## src/rtl/cpu_pkg.sv

```systemverilog
// rtl/cpu_pkg.sv - shared fetch-stage types and instruction field positions
// Purpose: fetch FSM state type, MIPS-style field bit positions, default reset PC.
// Ports: none (package).
package cpu_pkg;

  typedef enum logic [1:0] {
    IDLE  = 2'd0,
    BUSY  = 2'd1,
    READY = 2'd2
  } fetch_state_t;

  localparam int OPCODE_MSB = 31;
  localparam int OPCODE_LSB = 26;
  localparam int RS_MSB     = 25;
  localparam int RS_LSB     = 21;
  localparam int RT_MSB     = 20;
  localparam int RT_LSB     = 16;
  localparam int RD_MSB     = 15;
  localparam int RD_LSB     = 11;
  localparam int SHAMT_MSB  = 10;
  localparam int SHAMT_LSB  = 6;
  localparam int FUNCT_MSB  = 5;
  localparam int FUNCT_LSB  = 0;
  localparam int IMM_MSB    = 15;
  localparam int IMM_LSB    = 0;

  localparam logic [31:0] CPU_RESET_PC = 32'h0000_0000;

endpackage

```

## src/rtl/instr_fetch_unit_if.sv

```systemverilog
// rtl/instr_fetch_unit_if.sv - instruction memory read bus
// Purpose: groups the word-read handshake between the fetch unit and instruction memory.
// Signals: mem_req (fetch->mem), mem_addr (fetch->mem), mem_ack (mem->fetch), mem_rdata (mem->fetch).
// Modports: master = fetch unit side, slave = memory side.
interface instr_fetch_unit_if #(
  parameter int unsigned ADDR_W = 32,
  parameter int unsigned DATA_W = 32
);
  logic              mem_req;
  logic [ADDR_W-1:0] mem_addr;
  logic              mem_ack;
  logic [DATA_W-1:0] mem_rdata;

  modport master (output mem_req, output mem_addr, input mem_ack, input mem_rdata);
  modport slave  (input mem_req, input mem_addr, output mem_ack, output mem_rdata);
endinterface

```

## src/rtl/instr_reg.sv

```systemverilog
// rtl/instr_reg.sv - instruction register with decoded field slices
// Purpose: holds IR, loads it from the fetch buffer on load, exposes fields combinationally.
// Ports: clk, rst (async active-low), load, d (word to load), ir, opcode, rs, rt, rd,
//        shamt, funct, imm16 (pure slices of ir).
module instr_reg
  import cpu_pkg::*;
#(
  parameter int unsigned DATA_W = 32
) (
  input  logic              clk,
  input  logic              rst,
  input  logic              load,
  input  logic [DATA_W-1:0] d,
  output logic [DATA_W-1:0] ir,
  output logic [5:0]        opcode,
  output logic [4:0]        rs,
  output logic [4:0]        rt,
  output logic [4:0]        rd,
  output logic [4:0]        shamt,
  output logic [5:0]        funct,
  output logic [15:0]       imm16
);

  logic [DATA_W-1:0] ir_q;

  always_ff @(posedge clk or negedge rst) begin
    if (!rst) begin
      ir_q <= '0;
    end else if (load) begin
      ir_q <= d;
    end
  end

  assign ir     = ir_q;
  assign opcode = ir_q[OPCODE_MSB:OPCODE_LSB];
  assign rs     = ir_q[RS_MSB:RS_LSB];
  assign rt     = ir_q[RT_MSB:RT_LSB];
  assign rd     = ir_q[RD_MSB:RD_LSB];
  assign shamt  = ir_q[SHAMT_MSB:SHAMT_LSB];
  assign funct  = ir_q[FUNCT_MSB:FUNCT_LSB];
  assign imm16  = ir_q[IMM_MSB:IMM_LSB];

endmodule

```

## src/rtl/instr_fetch_unit.sv

```systemverilog
// rtl/instr_fetch_unit.sv - PC, instruction memory read handshake and IR
// Purpose: fetch datapath driven by multicycle control strobes (pc_write, mem_read, ir_write).
// Ports: clk, rst (async active-low); pc_write, pc_src, branch_target (PC update);
//        mem_read (start fetch), ir_write (load IR); mem (memory read bus, master side);
//        pc, ir, opcode/rs/rt/rd/shamt/funct/imm16 (decode); instr_ready, stall, fetch_err.
module instr_fetch_unit
  import cpu_pkg::*;
#(
  parameter int unsigned       ADDR_W   = 32,
  parameter int unsigned       DATA_W   = 32,
  parameter logic [ADDR_W-1:0] RESET_PC = ADDR_W'(CPU_RESET_PC),
  parameter int unsigned       PC_INC   = 4,
  parameter int unsigned       TIMEOUT  = 15
) (
  input  logic                clk,
  input  logic                rst,
  input  logic                pc_write,
  input  logic                pc_src,
  input  logic [ADDR_W-1:0]   branch_target,
  input  logic                mem_read,
  input  logic                ir_write,
  instr_fetch_unit_if.master  mem,
  output logic [ADDR_W-1:0]   pc,
  output logic [DATA_W-1:0]   ir,
  output logic [5:0]          opcode,
  output logic [4:0]          rs,
  output logic [4:0]          rt,
  output logic [4:0]          rd,
  output logic [4:0]          shamt,
  output logic [5:0]          funct,
  output logic [15:0]         imm16,
  output logic                instr_ready,
  output logic                stall,
  output logic                fetch_err
);

  // Abort on the cycle whose increment would reach TIMEOUT, so mem_req is
  // held for exactly TIMEOUT cycles without an ack.
  localparam logic [3:0] CNT_LAST = 4'(TIMEOUT - 1);

  fetch_state_t      state_q, state_d;
  logic [ADDR_W-1:0] pc_q;
  logic [ADDR_W-1:0] addr_q;
  logic [DATA_W-1:0] buf_q;
  logic [3:0]        cnt_q;
  logic              err_q;

  logic addr_load, buf_load, cnt_clr, cnt_inc, err_set, ir_load;

  always_comb begin
    state_d   = state_q;
    addr_load = 1'b0;
    buf_load  = 1'b0;
    cnt_clr   = 1'b0;
    cnt_inc   = 1'b0;
    err_set   = 1'b0;
    ir_load   = 1'b0;
    unique case (state_q)
      IDLE: begin
        if (mem_read) begin
          addr_load = 1'b1;
          cnt_clr   = 1'b1;
          state_d   = BUSY;
        end
      end
      BUSY: begin
        // An ack on the last allowed cycle still wins over the abort.
        if (mem.mem_ack) begin
          buf_load = 1'b1;
          state_d  = READY;
        end else if (cnt_q == CNT_LAST) begin
          err_set = 1'b1;
          state_d = IDLE;
        end else begin
          cnt_inc = 1'b1;
        end
      end
      READY: begin
        if (ir_write) begin
          ir_load = 1'b1;
          if (mem_read) begin
            addr_load = 1'b1;
            cnt_clr   = 1'b1;
            state_d   = BUSY;
          end else begin
            state_d = IDLE;
          end
        end
      end
      default: state_d = IDLE;
    endcase
  end

  always_ff @(posedge clk or negedge rst) begin
    if (!rst) begin
      state_q <= IDLE;
      pc_q    <= RESET_PC;
      addr_q  <= '0;
      buf_q   <= '0;
      cnt_q   <= '0;
      err_q   <= 1'b0;
    end else begin
      state_q <= state_d;
      if (pc_write) begin
        pc_q <= pc_src ? branch_target : pc_q + ADDR_W'(PC_INC);
      end
      // Address copy taken from the pre-update PC so a same-cycle pc_write
      // does not leak into the request.
      if (addr_load) addr_q <= pc_q;
      if (buf_load)  buf_q  <= mem.mem_rdata;
      if (cnt_clr)        cnt_q <= '0;
      else if (cnt_inc)   cnt_q <= cnt_q + 4'd1;
      if (err_set)   err_q  <= 1'b1;
    end
  end

  // mem_req decodes straight from the state flop so an async reset drops it at once.
  assign mem.mem_req  = (state_q == BUSY);
  assign mem.mem_addr = addr_q;

  assign pc          = pc_q;
  assign instr_ready = (state_q == READY);
  assign stall       = ir_write && (state_q != READY);
  assign fetch_err   = err_q;

  instr_reg #(.DATA_W(DATA_W)) u_instr_reg (
    .clk    (clk),
    .rst    (rst),
    .load   (ir_load),
    .d      (buf_q),
    .ir     (ir),
    .opcode (opcode),
    .rs     (rs),
    .rt     (rt),
    .rd     (rd),
    .shamt  (shamt),
    .funct  (funct),
    .imm16  (imm16)
  );

endmodule

```

## src/flat_wrapper.sv

```systemverilog
// flat-port wrapper written by rule: the top's interface ports become plain ports
module instr_fetch_unit_flat import cpu_pkg::*;
#(
  parameter int unsigned       ADDR_W   = 32,
  parameter int unsigned       DATA_W   = 32,
  parameter logic [ADDR_W-1:0] RESET_PC = ADDR_W'(CPU_RESET_PC),
  parameter int unsigned       PC_INC   = 4,
  parameter int unsigned       TIMEOUT  = 15
)
  (clk, rst, pc_write, pc_src, branch_target, mem_read, ir_write, pc, ir, opcode, rs, rt, rd, shamt, funct, imm16, instr_ready, stall, fetch_err, mem_mem_req, mem_mem_addr, mem_mem_ack, mem_mem_rdata);
  instr_fetch_unit_if #(.ADDR_W(ADDR_W), .DATA_W(DATA_W)) mem_i ();
  input  logic clk;
  input  logic rst;
  input  logic pc_write;
  input  logic pc_src;
  input  logic [ADDR_W-1:0] branch_target;
  input  logic mem_read;
  input  logic ir_write;
  output logic [ADDR_W-1:0] pc;
  output logic [DATA_W-1:0] ir;
  output logic [5:0] opcode;
  output logic [4:0] rs;
  output logic [4:0] rt;
  output logic [4:0] rd;
  output logic [4:0] shamt;
  output logic [5:0] funct;
  output logic [15:0] imm16;
  output logic instr_ready;
  output logic stall;
  output logic fetch_err;
  output wire logic [$bits(mem_i.mem_req)-1:0] mem_mem_req;
  output wire logic [$bits(mem_i.mem_addr)-1:0] mem_mem_addr;
  input wire logic [$bits(mem_i.mem_ack)-1:0] mem_mem_ack;
  input wire logic [$bits(mem_i.mem_rdata)-1:0] mem_mem_rdata;
  assign mem_mem_req = mem_i.mem_req;
  assign mem_mem_addr = mem_i.mem_addr;
  assign mem_i.mem_ack = mem_mem_ack;
  assign mem_i.mem_rdata = mem_mem_rdata;
  instr_fetch_unit #(.ADDR_W(ADDR_W), .DATA_W(DATA_W), .RESET_PC(RESET_PC), .PC_INC(PC_INC), .TIMEOUT(TIMEOUT)) u_core (.clk(clk), .rst(rst), .pc_write(pc_write), .pc_src(pc_src), .branch_target(branch_target), .mem_read(mem_read), .ir_write(ir_write), .mem(mem_i), .pc(pc), .ir(ir), .opcode(opcode), .rs(rs), .rt(rt), .rd(rd), .shamt(shamt), .funct(funct), .imm16(imm16), .instr_ready(instr_ready), .stall(stall), .fetch_err(fetch_err));
endmodule
```

## config.mk

```make
export PLATFORM = sky130hd
export DESIGN_NAME = instr_fetch_unit_flat
export DESIGN_NICKNAME = d
export VERILOG_FILES = /design/src/rtl/cpu_pkg.sv /design/src/rtl/instr_fetch_unit_if.sv /design/src/rtl/instr_reg.sv /design/src/rtl/instr_fetch_unit.sv /design/src/flat_wrapper.sv
export SDC_FILE = /design/constraint.sdc
export NUM_CORES = 1
export LEC_CHECK = 0
export CAP_MARGIN = 10
export CELL_PAD_IN_SITES_DETAIL_PLACEMENT = 1
export CELL_PAD_IN_SITES_GLOBAL_PLACEMENT = 1
export CORE_ASPECT_RATIO = 1.1
export CORE_UTILIZATION = 29
export CTS_CLUSTER_DIAMETER = 100
export CTS_CLUSTER_SIZE = 10
export DETAILED_ROUTE_END_ITERATION = 7
export GPL_ROUTABILITY_DRIVEN = 0
export PLACE_DENSITY = 0.8
export SKIP_CTS_REPAIR_TIMING = 1
export SYNTH_ARGS = -nofsm -noshare
export SYNTH_HDL_FRONTEND = slang
export SYNTH_SLANG_ARGS = --single-unit
export TNS_END_PERCENT = 100
```

## constraint.sdc

```tcl
create_clock -name clk -period 2.3 [get_ports clk]
set_clock_uncertainty 0.2 [all_clocks]
set_input_delay 0.345 -clock clk [delete_from_list [all_inputs] [get_ports clk]]
set_output_delay 0.345 -clock clk [all_outputs]
set_load 0.05 [all_outputs]
```

Word-level counts from Yosys, hierarchy flattened
Cells that the tools add are included.
{"block": "word_totals", "reg_bits": 135, "inputBits": 71, "out_inout_bits": 148}
{"block": "op_classes", "n_addsub": 2, "n_eq_ne": 7, "n_mux": 22, "reduce_logical": 4}
{"op": "$add A32 B3 Y32 const B", "n": 1}
{"op": "$mux W32", "n": 1}
{"op": "$mux W1", "n": 13}
{"op": "$mux W2", "n": 4}
{"op": "$mux W4", "n": 2}
{"op": "$ne A2 B2 Y1 const B", "n": 3}
{"op": "$pmux W2 S3", "n": 1}
{"op": "$add A4 B1 Y4 const B", "n": 1}
{"op": "$eq A4 B4 Y1 const B", "n": 1}
{"op": "$ne A3 B1 Y1 const B", "n": 1}
{"op": "$reduce_and A3 Y1", "n": 1}
{"op": "$eq A2 B1 Y1 const B", "n": 1}
{"op": "$eq A2 B2 Y1 const B", "n": 1}
{"op": "$logic_not A2 Y1", "n": 1}
{"op": "$pmux W1 S2", "n": 1}
{"op": "$reduce_bool A2 Y1", "n": 1}
{"op": "$logic_and A1 B1 Y1", "n": 1}

Longest topological paths before layout
{"block": "logic_depth", "depth_word": 6, "depth_mapped": 7, "ltp_nobuf": 7}

By module
Synthesis repeated with hierarchy kept, for this count alone.
{"block": "hier_totals", "hier_cells": 598, "hier_area_um2": 6465.0}
{"module": "instr_fetch_unit", "instances": 1, "cells_each": 482, "area_each_um2": 4759.6, "seq_area_each_um2": 2577.5}
{"module": "instr_reg", "instances": 1, "cells_each": 116, "area_each_um2": 1705.4, "seq_area_each_um2": 800.8}

Least setup slack after synthesis
Ideal clock, no wire load.
{"block": "synth_path", "path_kind": "register to register", "startpoint": "reg u_core.pc_q[2] (netlist: u_core.pc[2])", "endpoint": "reg u_core.pc_q[20] (netlist: u_core.pc[20])", "setup_time_ns": 0.126, "arrival_time_ns": 2.370, "path_slack_ns": -0.396, "stages_incl_launch_ff": 8, "cell_sequence": "dfrtp_1 ha_1 nand3_2 or4_1 buf_2 o311ai_1 o31ai_1 a221o_1"}
{"block": "synth_between", "elab_chain_len": 2}
{"element": "start: declaration", "line": "instr_fetch_unit.sv:42", "text": "logic [ADDR_W-1:0] pc_q;"}
{"element": "start signal: assignment", "line": "instr_fetch_unit.sv:105", "text": "pc_q <= pc_src ? branch_target : pc_q + ADDR_W'(PC_INC);"}
{"element": "$add A32 B3 Y32", "line": "instr_fetch_unit.sv:105"}
{"element": "$mux W32", "line": "instr_fetch_unit.sv:105"}
Every way passes these cells.
A chain may end at the register's enable or synchronous reset.

Final worst setup path
{"block": "layout_path", "startpoint": "reg u_core.pc_q[5] (netlist: u_core.pc[5])", "endpoint": "out pc[5]"}
{"element": "end: declaration", "line": "flat_wrapper.sv:19", "text": "output logic [ADDR_W-1:0] pc;"}
No word-level cell between the ends.

==> impl_metrics.json <==
{
  "path_class": "flip-flop to primary output",
  "setup_viol": 0,
  "cts.sinks": 135,
  "final_common_cell": "clkdlybuf4s50_1",
  "cp-startpoint": "u_core.pc[5]",
  "stdcell_area_um2": 9310,
  "die_h_um": 156,
  "ant_nets": 0,
  "io_buffers": 218,
  "numPlacedInstances": 996,
  "cts_root_buf": "clkbuf_16",
  "start_kind": "flip-flop",
  "path_cells": "clkdlybuf4s50_1",
  "clk_path_buf_depth": 2,
  "critical_path.top_delay_family": "buffers and inverters",
  "antenna_cells": 0,
  "cts_tree": "yes",
  "worst-path-max-fanout": 8,
  "reg2reg_slack_ps": 120,
  "synth_warnings": 0,
  "overflow": 0,
  "row_count": 56,
  "grt_pass1_wl_um": 29400,
  "layout_common_cells": "195 x clkdlybuf4s50_1, 122 x dfrtp_1, 94 x mux2_2",
  "dieWidth_um": 142,
  "synth-seq-area-share_pct": 53.8,
  "grt_antenna_before_repair": 0,
  "num_io_pins": 219,
  "seqPwrFrac_pct": 27.3,
  "irDropWorstVdd_mv": 0.662,
  "cts_buffers": 17,
  "synth-seq-cells": 135,
  "sw_frac_of_total_pct": 46.6,
  "clock_latency_ps": 420,
  "synth_top_area_share_pct": 53.8,
  "r2r-start": "u_core.pc[3]",
  "arrival_ps": 1700,
  "dp_hpwl_um": 13600,
  "core_area_um2": 21300,
  "dpl_cell_area_um2": 8650,
  "routed_wl_um": 18500,
  "max_freq_ghz": 0.446,
  "h-tree-depth": 4,
  "synthArstFlopShare_pct": 100,
  "pwr-share-comb_pct": 53.5,
  "vias": 4861,
  "max_slew_margin_pct": 60.6,
  "viasPerCell": 4.72,
  "areaGrowthSynthToFinish_pct": 48.3,
  "drcViolationCount": 0,
  "grt_pass1_vias": 5119,
  "power_frac_clock_pct": 19.2,
  "syn-cell-area_um2": 6280,
  "synth_area_leaders": "dfrtp_1 54%, mux2_2 17%, buf_4 5.7%",
  "avgSynthCellArea_um2": 11.8,
  "fin_crit_sh_pct": 97.4,
  "tightestPinTransition_ps": 590,
  "drt_pass1_iterations": 4,
  "syn_inst": 531,
  "synth_edf_count": 0,
  "grt_max_degree": 47,
  "layout.nets": 800,
  "synthFlopType": "dfrtp_1",
  "max_cap_viol_count": 0,
  "leakagePower_uw": 0.00390,
  "hold_violations": 0,
  "status": "completed",
  "worst_setup_path_end_kind": "primary output",
  "yosysTopAreaCell": "dfrtp_1",
  "drv_slew": 0,
  "initial_core_util_pct": 29.5,
  "clkTransAtPathRegs_ps": 70,
  "crit_slowest_cell": "clkdlybuf4s50_1",
  "cp.required_ps": 1750,
  "crit_buf_inv": 1,
  "max_stage_delay_ps": 830,
  "fin_cells": 1029,
  "grt_usage_pct": 17.3,
  "drive_gt1_share_pct": 26.1,
  "dieArea_um2": 22200,
  "drtIter0Drc": 207,
  "syn_nets": 605,
  "avgRoutedWirePerCell_um": 17.9,
  "powerDensity_nw_per_um2": 1590,
  "hp-class": "input pin to async pin",
  "period_minus_slack_ps": 2240,
  "p_int_uw": 7910,
  "synth_cell_types": 61,
  "power.switching_uw": 6910
}
[sequential cells by signal (all words and copies together) (netlist names)]
signal	cells
u_core.state_q	2
u_core.fetch_err	1
u_core.u_instr_reg.ir	32
u_core.cnt_q	4
u_core.mem.mem_addr	32
u_core.pc	32
u_core.buf_q	32
[cell type report]
class / instances / area [um2]
fill: 2289 / 12000
sequential: 135 / 3390
timing repair buffer: 251 / 2510
multi-input combinational: 313 / 2400
clock buffer: 19 / 443
tap: 290 / 363
clock inverter: 13 / 170
inverter: 8 / 30.0
[worst paths after layout]
path	endpoint	cells after the start
worst max-delay path	pc[5]	1
worst min-delay path	u_core.mem.mem_addr[6]	2
max in group asynchronous	u_core.pc[1]	3
worst max register to register	u_core.pc[20]	6
min in group clk	u_core.pc[0]	3
worst min register to register	u_core.fetch_err	1
[power groups by stage]
stage | clock network (uW) | logic (uW) | registers [uW]
6_report | 2850 | 7930 | 4040
2_1_floorplan | 0 | 3500 | 6210
3_3_place_gp | 0 | 7870 | 4020
4_1_cts | 2910 | 8020 | 4070
5_1_grt | 3010 | 8290 | 4200
3_5_place_dp | 0 | 8000 | 4100
[per-stage QoR]
stage / TNS, ps / utilization (%) / setup WS, ps / hold slack, ps / power, uW
after CTS: -75.2 / 43.5 / -44.5 / -345 / 15000
after floorplan: -148 / - / -70.9 / -151 / 9700
after global placement: 0 / 40.6 / 160 / 101 / 11900
final: 0 / 43.7 / 59.4 / 229 / 14800
after detailed placement: 0 / 40.6 / 133 / 101 / 12100
after global routing: -2.46 / 43.7 / -2.46 / 256 / 15500
[layer usage]
metal | track usage, % | part of all wire [%] | vias to the layer above
met5 | 0 | 0 | -
met4 | 6.40 | 2.0 | 0
met3 | 5.02 | 7.8 | 23
met2 | 29.5 | 49 | 199
met1 | 20.7 | 41 | 2386
li1 | - | - | 2253
[Yosys cell counts, types with 3 or more instances]
cell type  count
a21oi_1       21
a22o_1         4
a22oi_1        5
a311oi_1       3
and2_1         3
and4_1         4
buf_1          5
buf_4         48
clkbuf_1      18
dfrtp_1      135
ha_1           3
inv_1          6
mux2_2        94
mux2i_1        3
nand2_1       39
nand2b_1       3
nand3_1       15
nand4_1        8
nor2_1        19
nor3_1         8
o21ai_0       28
o32ai_1        3
or3_1          6
or4_1          3
[cell families after synthesis]
logic type	Yosys count	share of synthesized area, %
AOI/OAI and AO/OA	85	8.69
xor gates and xnor gates	2	0.279
adders and majority gates	3	0.598
buffers and inverters	83	8.29
DFF	135	53.8
muxes	98	17.5
and+or+nand+nor	125	10.8
Power figures use the tool's default switching activity.
==> variant 1 (same flow settings) <==
Re-encode `fetch_state_t` (3 states) as one-hot, 3 bits wide.
--- a/src/rtl/cpu_pkg.sv
+++ b/src/rtl/cpu_pkg.sv
@@ -3,10 +3,10 @@
 // Ports: none (package).
 package cpu_pkg;
 
-  typedef enum logic [1:0] {
-    IDLE  = 2'd0,
-    BUSY  = 2'd1,
-    READY = 2'd2
+  typedef enum logic [2:0] {
+    IDLE  = 3'b001,
+    BUSY  = 3'b010,
+    READY = 3'b100
   } fetch_state_t;
 
   localparam int OPCODE_MSB = 31;
Formal check against the unedited RTL: same outputs for any inputs over 10 cycles, from zero or initial values and one cycle with rst low; not proved beyond that.
==> variant 1 against the original RTL <==
  * Combinational power down 8.1%
  * Clock power down 2%
  * Count of clock-buffer cells in the layout down 2
  * Synthesized area up 1.9%
  * First-iteration DRC count down 4.3%
  * Setup slack worse by 0.028 ns
  * Sequential cell count up 1
  * Wire length up 0.12%
  * Cell area up 0.52%
  * Register-to-register slack about the same
  * Power down 5.1%
  * Critical endpoint is now pc[14]
  * Largest cell class unchanged
==> variant 1: results (changes against the original RTL) <==
[outcome]
outcome=completed

[worst_setup_path]
worstReg2RegEnd=u_core.pc[31]
endpoint=pc[14]
crit_path_max_incr_delay_ns=0.85  ; +0.02 ns
setup.worst_path.start=u_core.pc[14]
r2r_cells=5  ; -1

[synth]
yosys-top-cells-count=dfrtp_1 (135), mux2_2 (96), buf_4 (58)
synth_fp_nets=619  ; +2.3%
ys_types=57  ; -6.6%
syn_avg_cell_area_um2=11.74  ; -0.69%

[drt]
route.met3.wl_um=1614  ; +12%
viasPerCell=4.833  ; +2.3%
wl_met1_um=7729  ; +1.2%
wl_met2_um=8979  ; -0.49%

[place]
dp.cells=1007  ; +1.1%
pre_cts_ws_ns=0.1312  ; -0.002162 ns

[grt]
antenna_found_initial=1  ; +1
gr-usage-met1_pct=20.15  ; -0.54 points
grt_first_pass_wirelength_um=29290  ; -0.31%
grt_pass1_vias=5296  ; +3.5%
use_met3_pct=5.868  ; +0.85 points

[finish]
fillCellCount=2328  ; +1.7%
nets=811  ; +1.4%
drive_gt1_share_pct=24.53  ; -1.6 points

[power_and_ir_drop]
p_leak_nw=4.054  ; +3.9%

[variant 1: kinds of logic (layout without fill, tap and decap cells)]
logic type / count (synthesis) / count (layout) / share of synthesized area [%]
xor gates and xnor gates: 2 / 2 / 0.2738
adders and majority gates: 3 / 3 / 0.5866
and+or+nand+nor: 130 / 130 / 10.91
muxes: 100 / 100 / 17.54
DFF: 136 / 136 / 53.20
buffers and inverters: 85 / 290 / 8.465
AOI/OAI and AO/OA: 89 / 89 / 9.033
[variant 1: final cells by class]
class | count | area, um^2 | area share (%)
Clock inverter | 15 | 167.7 | 1.792
Clock buffer | 17 | 425.4 | 4.546
Inverter | 10 | 37.54 | 0.4011
Sequential cell | 136 | 3407 | 36.41
Tap cell | 290 | 362.8 | 3.878
Multi-Input combinational cell | 324 | 2459 | 26.27
Timing Repair Buffer | 248 | 2499 | 26.70
[variant 1: where the power goes]
part           switching [mW]  internal [mW]  total [mW]
Combinational            4.65           2.64        7.29
Clock                    1.15           1.62        2.78
Sequential              0.677           3.32        4.00
Total                    6.48           7.58        14.1
==> variant 2 (config.mk and constraints unchanged) <==
Without the edit above. `TIMEOUT` is set to 15 in 2 places; all go to 7.
--- a/src/rtl/instr_fetch_unit.sv
+++ b/src/rtl/instr_fetch_unit.sv
@@ -10,7 +10,7 @@
   parameter int unsigned       DATA_W   = 32,
   parameter logic [ADDR_W-1:0] RESET_PC = ADDR_W'(CPU_RESET_PC),
   parameter int unsigned       PC_INC   = 4,
-  parameter int unsigned       TIMEOUT  = 15
+  parameter int unsigned       TIMEOUT  = 7
 ) (
   input  logic                clk,
   input  logic                rst,
--- a/src/flat_wrapper.sv
+++ b/src/flat_wrapper.sv
@@ -5,7 +5,7 @@
   parameter int unsigned       DATA_W   = 32,
   parameter logic [ADDR_W-1:0] RESET_PC = ADDR_W'(CPU_RESET_PC),
   parameter int unsigned       PC_INC   = 4,
-  parameter int unsigned       TIMEOUT  = 15
+  parameter int unsigned       TIMEOUT  = 7
 )
   (clk, rst, pc_write, pc_src, branch_target, mem_read, ir_write, pc, ir, opcode, rs, rt, rd, shamt, funct, imm16, instr_ready, stall, fetch_err, mem_mem_req, mem_mem_addr, mem_mem_ack, mem_mem_rdata);
   instr_fetch_unit_if #(.ADDR_W(ADDR_W), .DATA_W(DATA_W)) mem_i ();
Behaviour: not the same (a bounded check fails within 10 cycles, from zero or initial values and one cycle with rst low).
==> variant 2 against the original RTL <==
  * Sequential cell count unchanged
  * Cell area is 0.51% higher
  * Clock power shrank 1%
  * Wire length grew 1.4%
  * Die area is 0.10% higher
  * Count of clock-buffer cells in the layout is 1 lower
  * Setup slack got worse by 0.025 ns
  * First-iteration DRC count rose by 0.97%
  * Synthesized area about the same
  * Highest routed layer unchanged
  * Power barely moved
  * Worst hold slack worse by 0.0080 ns
==> variant 2: results (changes against the original RTL) <==
[worst_setup_path]
reg2reg_slack_ns=0.03  ; -0.09 ns
crit_arrival_ns=2.41  ; +0.71 ns
worstPathMaxFanout=9  ; +1
rr_startpoint=u_core.pc[2]
setup.worst_path.start=u_core.pc[2]
end_kind=flip-flop

[synth]
synth-compound-area-share_pct=8.839  ; +0.15 points
yosys-top-cells-count=dfrtp_1 (135), mux2_2 (94), buf_4 (48)
yosys.area_share.adder_pct=0.5973  ; about the same
ys_seq_area_share_pct=53.75  ; about the same
synth_xor_area_share_pct=0.1394  ; -0.14 points
netlist_instances=533  ; +0.38%
synth_area_leaders=dfrtp_1 (54%), mux2_2 (17%), buf_4 (5.7%), o21ai_0 (2.3%), nand2_1 (2.2%)
synthMuxAreaShare_pct=17.50  ; about the same
ys_types=60  ; -1.6%
synth_fp_nets=607  ; +0.33%

[place]
hpwl_um=13570  ; -0.28%
port_buffers=218  ; unchanged

[grt]
grt_pass1_vias=5025  ; -1.8%
grt_first_pass_wirelength_um=29060  ; -1.1%
grt_max_degree=43  ; -8.5%
gr-usage-met1_pct=21.15  ; +0.46 points
track_usage_pct=17.24  ; -0.11 points
grtUsageMet2_pct=29.34  ; -0.16 points
use_met3_pct=4.529  ; -0.49 points

[drt]
wl_per_cell_um=18.17  ; +1.3%
drt_iter0_markers=209  ; +0.97%
wirelength_um=18720  ; +1.4%

[finish]
drive_gt1_share_pct=25.95  ; -0.17 points
nets=801  ; +0.13%
fillCellCount=2310  ; +0.92%

[outcome]
outcome=completed

[power_and_ir_drop]
p_leak_nw=3.968  ; +1.7%
ir_drop_mv=0.5919  ; -11%

[timing]
max_slew.worst_pin.slew_ns=0.5957  ; +0.005923 ns

==> variant 2: cell types whose count changed in the layout (fill, tap and decap cells not counted), sizes merged, moves of 2 or more <==
cell,unedited run,this run
buf,44,42
clkdlybuf4s50,195,192
clkinv,4,8
dlymetal6s2s,11,16
nand2,39,37
or3,6,8
xnor2,2,0
==> variant 2: how the worst min path moves through the flow <==
stage,from,end,slack [ns]
2_1_floorplan,rst,u_core.buf_q[0],-0.15
3_3_place_gp,rst,u_core.u_instr_reg.ir[27],0.11
3_5_place_dp,rst,u_core.u_instr_reg.ir[30],0.11
4_1_cts,rst,u_core.u_instr_reg.ir[30],-0.35
5_1_grt,rst,u_core.buf_q[30],0.24
6_report,rst,u_core.buf_q[30],0.22
==> variant 2: area by class of cell <==
class | count | area share, %
Multi-Input combinational cell | 313 | 25.73
Sequential cell | 135 | 36.29
Clock inverter | 14 | 1.886
Timing Repair Buffer | 251 | 27.27
Inverter | 9 | 0.3611
Tap cell | 290 | 3.878
Clock buffer | 18 | 4.587
==> variant 2: through the flow <==
step                      worst slack [ns]   TNS, ns  utilization (%)  area, um^2
after floorplan                   -0.07085   -0.1478                -        6325
after global placement             0.09444         0            40.79        8688
after detailed placement           0.09939         0            40.79        8688
after CTS                         -0.03577   -0.1094            43.63        9294
after global routing              -0.03487  -0.03487            43.93        9356
final                              0.03423         0            43.93        9356
==> variant 2: logic make-up after synthesis <==
group                      after synthesis
AOI/OAI and AO/OA                       87
xor gates and xnor gates                 1
adders and majority gates                3
buffers and inverters                   85
DFF                                    135
muxes                                   98
and+or+nand+nor                        124
==> variant 2: worst max-delay path, stage by stage, from the launching register on <==
cell and delay (ns):
dfrtp_2 0.43, ha_4 0.17, nand3_2 0.11, or4_4 0.51, or3_1 0.35, o31ai_2 0.25, a221o_1 0.15
==> variant 2: power by group <==
| part | switching (mW) | internal [mW] | total [mW] |
|---|---|---|---|
| clock network | 1.09 | 1.72 | 2.81 |
| logic | 5.12 | 2.84 | 7.96 |
| registers | 0.713 | 3.35 | 4.06 |
==> variant 2: routing by layer <==
| layer | up-vias | part of all wire, % |
|---|---|---|
| met3 | 13 | 6.1 |
| met5 | - | 0 |
| met4 | 0 | 0.99 |
| li1 | 2260 | - |
| met1 | 2476 | 44 |
| met2 | 187 | 49 |
